## src/rtl/matcher_pkg.sv

```systemverilog
// matcher_pkg: shared defaults and state encoding for the order matcher.
//   PRICE_W_DEF / QTY_W_DEF : default price and quantity widths
//   state_e                 : crossing FSM states IDLE -> MATCH -> GAP
package matcher_pkg;

   localparam int PRICE_W_DEF = 16;
   localparam int QTY_W_DEF   = 8;

   localparam logic [1:0] ST_IDLE_ENC  = 2'd0;
   localparam logic [1:0] ST_MATCH_ENC = 2'd1;
   localparam logic [1:0] ST_GAP_ENC   = 2'd2;

   typedef enum logic [1:0] {
      ST_IDLE  = ST_IDLE_ENC,
      ST_MATCH = ST_MATCH_ENC,
      ST_GAP   = ST_GAP_ENC
   } state_e;

endpackage

```

## src/rtl/order_slot.sv

```systemverilog
// order_slot: one resting order (price, remaining qty, occupied flag).
//   clk, reset            : clock, synchronous active-high reset
//   load, load_price/qty  : capture a new order (zero qty is dropped, slot stays empty)
//   dec, dec_qty          : reduce the remaining qty by a fill; slot empties at zero
//   price, qty, live      : registered resting order state
import matcher_pkg::*;

module order_slot #(
   parameter int PRICE_W = PRICE_W_DEF,
   parameter int QTY_W   = QTY_W_DEF
) (
   input  logic               clk,
   input  logic               reset,
   input  logic               load,
   input  logic [PRICE_W-1:0] load_price,
   input  logic [QTY_W-1:0]   load_qty,
   input  logic               dec,
   input  logic [QTY_W-1:0]   dec_qty,
   output logic [PRICE_W-1:0] price,
   output logic [QTY_W-1:0]   qty,
   output logic               live
);

   logic [PRICE_W-1:0] price_r;
   logic [QTY_W-1:0]   qty_r;
   logic               live_r;
   logic [QTY_W-1:0]   rem_s;

   // Fill never exceeds the resting qty, so this cannot underflow.
   assign rem_s = qty_r - dec_qty;

   // Slot state: a fill takes priority; a load only arrives while the slot is empty.
   always_ff @(posedge clk) begin
      if (reset) begin
         price_r <= {PRICE_W{1'b0}};
         qty_r   <= {QTY_W{1'b0}};
         live_r  <= 1'b0;
      end else if (dec) begin
         qty_r   <= rem_s;
         live_r  <= (rem_s != {QTY_W{1'b0}});
      end else if (load) begin
         price_r <= load_price;
         qty_r   <= load_qty;
         live_r  <= (load_qty != {QTY_W{1'b0}});
      end else begin
         price_r <= price_r;
         qty_r   <= qty_r;
         live_r  <= live_r;
      end
   end

   assign price = price_r;
   assign qty   = qty_r;
   assign live  = live_r;

endmodule

```

## src/rtl/order_matcher.sv

```systemverilog
// order_matcher: single-level crossing engine, one resting bid and one resting ask.
//   clk, reset                       : clock, synchronous active-high reset
//   bid_valid/ready/price/qty        : bid order handshake (ready = bid slot empty)
//   ask_valid/ready/price/qty        : ask order handshake (ready = ask slot empty)
//   halt_signal                      : blocks new matches while high (sampled in IDLE)
//   match_siganl                     : one-cycle trade pulse, always followed by a low cycle
//   trade_price, trade_qty           : trade details, held between pulses
//   bid_live, ask_live               : slot occupied flags
import matcher_pkg::*;

module order_matcher #(
   parameter int PRICE_W = PRICE_W_DEF,
   parameter int QTY_W   = QTY_W_DEF
) (
   input  logic               clk,
   input  logic               reset,
   input  logic               bid_valid,
   output logic               bid_ready,
   input  logic [PRICE_W-1:0] bid_price,
   input  logic [QTY_W-1:0]   bid_qty,
   input  logic               ask_valid,
   output logic               ask_ready,
   input  logic [PRICE_W-1:0] ask_price,
   input  logic [QTY_W-1:0]   ask_qty,
   input  logic               halt_signal,
   output logic               match_siganl,
   output logic [PRICE_W-1:0] trade_price,
   output logic [QTY_W-1:0]   trade_qty,
   output logic               bid_live,
   output logic               ask_live
);

   state_e             state_r;
   state_e             state_nxt_s;
   logic               take_s;
   logic               cross_s;
   logic [QTY_W-1:0]   fill_qty_s;
   logic [PRICE_W-1:0] bid_price_s;
   logic [PRICE_W-1:0] ask_price_s;
   logic [QTY_W-1:0]   bid_qty_s;
   logic [QTY_W-1:0]   ask_qty_s;
   logic               bid_live_s;
   logic               ask_live_s;
   logic               match_r;
   logic [PRICE_W-1:0] trade_price_r;
   logic [QTY_W-1:0]   trade_qty_r;

   order_slot #(.PRICE_W(PRICE_W), .QTY_W(QTY_W)) u_bid_slot (
      .clk        (clk),
      .reset      (reset),
      .load       (bid_valid & bid_ready),
      .load_price (bid_price),
      .load_qty   (bid_qty),
      .dec        (take_s),
      .dec_qty    (fill_qty_s),
      .price      (bid_price_s),
      .qty        (bid_qty_s),
      .live       (bid_live_s)
   );

   order_slot #(.PRICE_W(PRICE_W), .QTY_W(QTY_W)) u_ask_slot (
      .clk        (clk),
      .reset      (reset),
      .load       (ask_valid & ask_ready),
      .load_price (ask_price),
      .load_qty   (ask_qty),
      .dec        (take_s),
      .dec_qty    (fill_qty_s),
      .price      (ask_price_s),
      .qty        (ask_qty_s),
      .live       (ask_live_s)
   );

   // Ready depends only on slot occupancy, never on the offered valid.
   assign bid_ready = ~bid_live_s;
   assign ask_ready = ~ask_live_s;

   // Crossing is judged on the registered book only.
   assign cross_s    = bid_live_s & ask_live_s & (bid_price_s >= ask_price_s) & ~halt_signal;
   assign fill_qty_s = (bid_qty_s < ask_qty_s) ? bid_qty_s : ask_qty_s;

   // Next-state logic; take_s marks the MATCH entry edge where both slots are filled.
   always_comb begin
      state_nxt_s = state_r;
      take_s      = 1'b0;
      case (state_r)
         ST_IDLE: begin
            if (cross_s) begin
               state_nxt_s = ST_MATCH;
               take_s      = 1'b1;
            end else begin
               state_nxt_s = ST_IDLE;
            end
         end
         ST_MATCH: state_nxt_s = ST_GAP;
         ST_GAP:   state_nxt_s = ST_IDLE;
         default:  state_nxt_s = ST_IDLE;
      endcase
   end

   // FSM state register.
   always_ff @(posedge clk) begin
      if (reset) begin
         state_r <= ST_IDLE;
      end else begin
         state_r <= state_nxt_s;
      end
   end

   // Trade output registers: pulse for the MATCH cycle, details held until the next trade.
   always_ff @(posedge clk) begin
      if (reset) begin
         match_r       <= 1'b0;
         trade_price_r <= {PRICE_W{1'b0}};
         trade_qty_r   <= {QTY_W{1'b0}};
      end else if (take_s) begin
         match_r       <= 1'b1;
         trade_price_r <= ask_price_s;
         trade_qty_r   <= fill_qty_s;
      end else begin
         match_r       <= 1'b0;
         trade_price_r <= trade_price_r;
         trade_qty_r   <= trade_qty_r;
      end
   end

   assign match_siganl = match_r;
   assign trade_price  = trade_price_r;
   assign trade_qty    = trade_qty_r;
   assign bid_live     = bid_live_s;
   assign ask_live     = ask_live_s;

endmodule

```

## config.mk

```make
export PLATFORM = sky130hd
export DESIGN_NAME = order_matcher
export DESIGN_NICKNAME = d
export VERILOG_FILES = /design/src/rtl/matcher_pkg.sv /design/src/rtl/order_slot.sv /design/src/rtl/order_matcher.sv
export SDC_FILE = /design/constraint.sdc
export NUM_CORES = 1
export LEC_CHECK = 0
export CORE_MARGIN = 5
export CORE_UTILIZATION = 56
export CTS_BUF_LIST = sky130_fd_sc_hd__clkbuf_16
export DETAILED_ROUTE_END_ITERATION = 8
export MAX_ROUTING_LAYER = met4
export PLACE_DENSITY = 0.86
export SLEW_MARGIN = 15
export SYNTH_ARGS = -nofsm -noshare
export SYNTH_HDL_FRONTEND = slang
export SYNTH_SLANG_ARGS = --single-unit
```

## constraint.sdc

```tcl
create_clock -name clk -period 6.15 [get_ports clk]
set_clock_uncertainty 0.05 [all_clocks]
set_input_delay 1.23 -clock clk [delete_from_list [all_inputs] [get_ports clk]]
set_output_delay 1.23 -clock clk [all_outputs]
set_load 0.05 [all_outputs]
```

=== Word level (Yosys, flattened, before mapping) ===
Cells that the tools add are included.

* Add/subtract/negate cells: 2
* Magnitude comparators: 2
* Equal/unequal tests: 1
* Multiplexer cells: 14
* Bitwise gates (word level): 9
* Reductions and logical operators: 9

{| class="wikitable"
|+ Operators with widths
! kind !! number
|-
| $mux 8 || 5
|-
| $reduce_bool 8->1 || 4
|-
| $ge 16x16->1 || 1
|-
| $sub 8x8->8 || 2
|-
| $lt 8x8->1 || 1
|-
| $mux 1 || 8
|-
| $and 1x1->1 || 5
|-
| $not 1->1 || 4
|-
| $pmux 2 s2 || 1
|-
| $reduce_and 2->1 || 2
|-
| $reduce_bool 2->1 || 2
|-
| $eq 2x1->1 const B || 1
|-
| $logic_not 2->1 || 1
|}

* Register bits: 77
* Input bits: 53
* Output and inout bits: 29
* Word-level logic and storage cells: 47

=== Depth between registers and ports, before layout ===
* Depth after elaboration: 7
* Gate-level depth with buffers: 16

=== Modules after synthesis ===
Synthesis repeated with hierarchy kept, for this count alone.

* Cells, all modules: 576
* Area, all modules: 4,621.9 µm²

{| class="wikitable"
|+ Modules (own cells, without submodules)
! module !! instances !! cells each !! area each (µm²) !! seq. area each (µm²)
|-
| order_slot || 2 || 159 || 1,290.0 || 500.5
|-
| order_matcher || 1 || 258 || 2,042.0 || 540.5
|}

=== Least setup slack after synthesis ===
Ideal clock, no wire load.

* Path kind: register -> register
* Start point: register u_ask_slot.qty_r[1] (netlist: u_ask_slot.qty[1])
* End point: register u_ask_slot.live_r (netlist: u_ask_slot.live)
* Data arrival time: 3,386 ps
* Required time: 5,976 ps
* Setup slack: 2,590 ps
* Stages on the path, launching flop included: 14
* Path buffers: 1
* Period minus slack after synthesis: 3,560 ps
* Cell sequence: dfxtp_1 inv_1 ha_1 a2111o_1 a31o_1 buf_6 mux2i_4 ha_1 fa_1 o21ai_1 a21oi_1 or4_1 and4bb_1 a31oi_1

* Word-level cells in the longest chain between the ends: 5

{| class="wikitable"
|+ RTL lines
! element !! RTL line !! text
|-
| from (decl) || order_slot.sv:25 || <nowiki>logic [QTY_W-1:0] qty_r;</nowiki>
|-
| from (signal assigned) || order_slot.sv:36 || <nowiki>qty_r <= {QTY_W{1'b0}};</nowiki>
|-
| from (signal assigned) || order_slot.sv:39 || <nowiki>qty_r <= rem_s;</nowiki>
|-
| from (signal assigned) || order_slot.sv:43 || <nowiki>qty_r <= load_qty;</nowiki>
|-
| $lt 8x8->1 || order_matcher.sv:80 || <nowiki>assign fill_qty_s = (bid_qty_s < ask_qty_s) ? bid_qty_s : ask_qty_s;</nowiki>
|-
| $mux 8 || order_matcher.sv:80 ||
|-
| via fill_qty_s[0] || order_matcher.sv:37 || <nowiki>logic [QTY_W-1:0] fill_qty_s;</nowiki>
|-
| $sub 8x8->8 || order_slot.sv:30 || <nowiki>assign rem_s = qty_r - dec_qty;</nowiki>
|-
| $reduce_bool 8->1 || order_slot.sv:40 || <nowiki>live_r <= (rem_s != {QTY_W{1'b0}});</nowiki>
|-
| $mux 1 || order_slot.sv:38 || <nowiki>end else if (dec) begin</nowiki>
|-
| to (signal assigned) || order_slot.sv:40 ||
|-
| to (signal assigned) || order_slot.sv:44 || <nowiki>live_r <= (load_qty != {QTY_W{1'b0}});</nowiki>
|-
| to (signal assigned) || order_slot.sv:48 || <nowiki>live_r <= live_r;</nowiki>
|-
| to (decl) || order_slot.sv:26 || <nowiki>logic live_r;</nowiki>
|}

The timed path passes the listed nets, and every way through them passes these cells.
A chain may end at the register's enable or synchronous reset.

=== Worst setup path in the final report ===
* Start point: register u_ask_slot.qty_r[7] (netlist: u_ask_slot.qty[7])
* End point: register u_ask_slot.live_r (netlist: u_ask_slot.live)

Same word-level chain as after synthesis.

==> out/metrics.yaml <==
startpoint: "u_ask_slot.qty[7]$_SDFFE_PP0P_"
cp_common_cell: "inv_1"
worstPathCellList: "inv_1 -> ha_1 -> nand2_1 -> o21ai_0 -> a31o_1 -> nor2_1 -> a21oi_2 -> inv_1 -> fa_1 -> o21ai_1 -> a21oi_1 -> or4_1 -> and4bb_1 -> a31oi_1"
reg2reg_to: "u_ask_slot.live$_SDFFE_PP0P_"
fin_tns_setup_ps: 0
syn_area_um2: 4190
syn_nets: 592
final.fill_count: 539
synthArstFlopShare_pct: 0
post_cts_buffers: 0
drt_pass1_iterations: 8
synth_top_area_share_pct: 36.3
synth_edf_count: 0
clkLatencyLatePin_ps: 340
wl_per_cell_um: 16.2
p_per_area_nw_per_um2: 274
final_antenna_net_count: 0
hp-class: "register to register"
vdd_ir_drop_max_mv: 0.190
p_seq_share_pct: 36.8
grt_use_total_pct: 24.8
cts-root-buf: "clkbuf_16"
cp_data_required_time_ps: 6290
reg2reg_slack_ps: 2060
finalCritPeriodShare_pct: 66.4
clockBufferDepth: 2
holdWs_ps: 406
yosysMostFrequentCell: "nand2_1"
dieArea_um2: 9310
p_int_mw: 1.00
ys_seq_elements: 76
max_stage_delay_ps: 550
critPathKind: "register to register"
coreArea_um2: 7250
start_util_pct: 57.8
start_kind: "register"
crit_fanout: 9
clk_pin_slew_ps: 60
via_per_inst: 5.71
synth_flop_cell: "dfxtp_1"
cts.repair.resized: 0
finalHoldViolations: 0
yosys.area.top_type: "dfxtp_1"
r2r_start: "u_ask_slot.qty[7]$_SDFFE_PP0P_"
ff_latch_area_um2: 1520
cts_made_buffers: 9
cts_max_level: 3
overflow: 0
drc_errors: 0
area_delta_synth_final_pct: 26.7
switching_share_pct: 31.2
fin_total_pwr_mw: 1.45
clkPwrFrac_pct: 35.9
ioPinCount: 82
drv_cap: 0
vias: 3833
synthTopCellsByArea: "dfxtp_1, ha_1, a21oi_1"
grt_pass1_wl_um: 17500
synth_cell_types: 54
rsz0062_at_grt: "false"
cts_hold_buf: 0
crit_slowest_cell: "a31o_1"
endpoint: "u_ask_slot.live$_SDFFE_PP0P_"
antenna_found_initial: 0
yosys_warnings: 0
diodes: 0
grt_pass1_vias: 3835
dp_hpwl_um: 7700
drt_wl_total_um: 10900
tightestPinTransition_ps: 1010
max-slew-margin-rel_pct: 32.1
grt_max_degree: 57
slew_viol_final: 0
synth_cells: 498
rows: 31
avgSynthCellArea_um2: 8.41
max_freq_mhz: 245
yosys-top-cells-count: "nand2_1, dfxtp_1, a21oi_1"
fin_nets: 662
cts_tree: "yes"
die_h_um: 96.5
routabilityCongestion: 0.901
drt_iter0_drc: 274
multi_input_area_um2: 2400
switching_power_mw: 0.453
power_frac_comb_pct: 27.2
outcome: "complete, no violations"
cp-end-kind: "register"
period_needed_ps: 4090
leakage_nw: 2.15
crit_arrival_ps: 4230
ys_seq_area_share_pct: 36.3
cts.sinks: 76
r2r_cells: 14
dieWidth_um: 96.5
drive_above_1_share_pct: 5.94
io_buffers: 81
finalSetupViolations: 0
-- layout by cell type, fill, tap and decap left out, types with 2 or more instances in the layout --
master | netlist | layout
or4_1 | 2 | 2
a22oi_1 | 12 | 12
a21o_1 | 2 | 2
a21oi_1 | 62 | 62
fa_1 | 2 | 2
buf_4 | 3 | 4
nand2b_1 | 2 | 2
nor4_1 | 5 | 5
a2bb2oi_1 | 4 | 4
a211oi_1 | 5 | 5
a21oi_2 | 2 | 2
xnor2_1 | 4 | 4
dfxtp_1 | 76 | 76
xor2_1 | 6 | 6
o21a_1 | 3 | 3
o211ai_1 | 2 | 2
nor2_1 | 35 | 35
nand4_1 | 2 | 2
a211oi_2 | 4 | 4
nand3b_1 | 3 | 3
nor3_1 | 6 | 6
ha_1 | 39 | 39
a31oi_1 | 4 | 4
nor2b_1 | 6 | 5
clkbuf_16 | 0 | 9
inv_1 | 35 | 35
o21ai_0 | 8 | 8
nand3_1 | 18 | 18
nand2_1 | 79 | 79
clkinv_2 | 0 | 2
mux2i_1 | 21 | 21
o21ai_1 | 2 | 2
clkdlybuf4s50_1 | 0 | 80
-- through the flow --
stage                     setup WS (ps)  cell area [um^2]  util, %  instances
final                              2060              5310     73.2        671
after detailed placement           2160              5020     69.2        656
after floorplan                    2590              4190        -        498
after global placement             2290              5020     69.2        656
after CTS                          2110              5310     73.2        671
after global routing               1930              5310     73.2        671
-- power groups by stage --
stage	Sequential, mW	Combinational [mW]	Clock (mW)
after global placement	0.544	0.370	0
final	0.535	0.396	0.522
after floorplan	0.548	0.274	0
after global routing	0.538	0.432	0.546
after CTS	0.535	0.390	0.523
after detailed placement	0.545	0.385	0
-- layout make-up --
| cell class | count | area share (%) |
|---|---|---|
| inverters | 35 | 2.48 |
| clock buffers | 9 | 4.24 |
| repair buffers | 85 | 15.7 |
| clock inverters | 6 | 1.23 |
| well taps | 99 | 2.33 |
| multi-input cells | 361 | 45.3 |
| flip-flops and latches | 76 | 28.7 |
-- worst min-delay path by stage --
stage	from	end	slack [ps]	cells past startpoint
6_report	state_r[1]$_SDFF_PP0_	state_r[1]$_SDFF_PP0_	410	1
5_1_grt	state_r[1]$_SDFF_PP0_	state_r[1]$_SDFF_PP0_	410	1
4_1_cts	state_r[1]$_SDFF_PP0_	state_r[1]$_SDFF_PP0_	390	1
3_5_place_dp	state_r[1]$_SDFF_PP0_	state_r[1]$_SDFF_PP0_	380	1
3_3_place_gp	state_r[1]$_SDFF_PP0_	state_r[1]$_SDFF_PP0_	360	1
2_1_floorplan	state_r[1]$_SDFF_PP0_	state_r[1]$_SDFF_PP0_	350	1
-- per-layer routing --
| metal | up-vias | track usage (%) | routed length [um] | share of wire [%] |
|---|---|---|---|---|
| met5 | - | - | 0 | 0 |
| met4 | 0 | 8.76 | 239 | 2.2 |
| met3 | 21 | 5.89 | 717 | 6.6 |
| met2 | 155 | 41.7 | 5430 | 50 |
| met1 | 1785 | 28.9 | 4480 | 41 |
| li1 | 1872 | - | - | - |
-- state kept, by name, summed over array words and instances, names as in the netlist --
register and flops:
trade_price 16, u_ask_slot.price 16, u_bid_slot.price 16, trade_qty 8
u_ask_slot.qty 8, u_bid_slot.qty 8, match_siganl 1, state_r 1
u_ask_slot.live 1, u_bid_slot.live 1
-- logic make-up (layout without fill, tap and decap cells) --
logic type      after synthesis  after routing  share of synthesized area (%)
simple gates                167            167                           18.2
compound gates              121            121                           18.9
flops                        76             76                           36.3
buf+inv                      61            135                           6.33
fa+ha+maj                    41             41                           12.6
mux                          22             22                           5.56
xor+xnor                     10             10                           2.09
-- worst max-delay path, delay by kind of cell, from the launching register on --
| family | cells | cell delay (ps) |
|---|---|---|
| AO/OA/AOI/OAI | 6 | 1510 |
| adder cells (fa/ha/maj) | 2 | 780 |
| buffers and inverters | 2 | 200 |
| flip-flops | 1 | 390 |
| AND/OR/NAND/NOR | 4 | 1010 |
(Power assumes the default switching activity.)
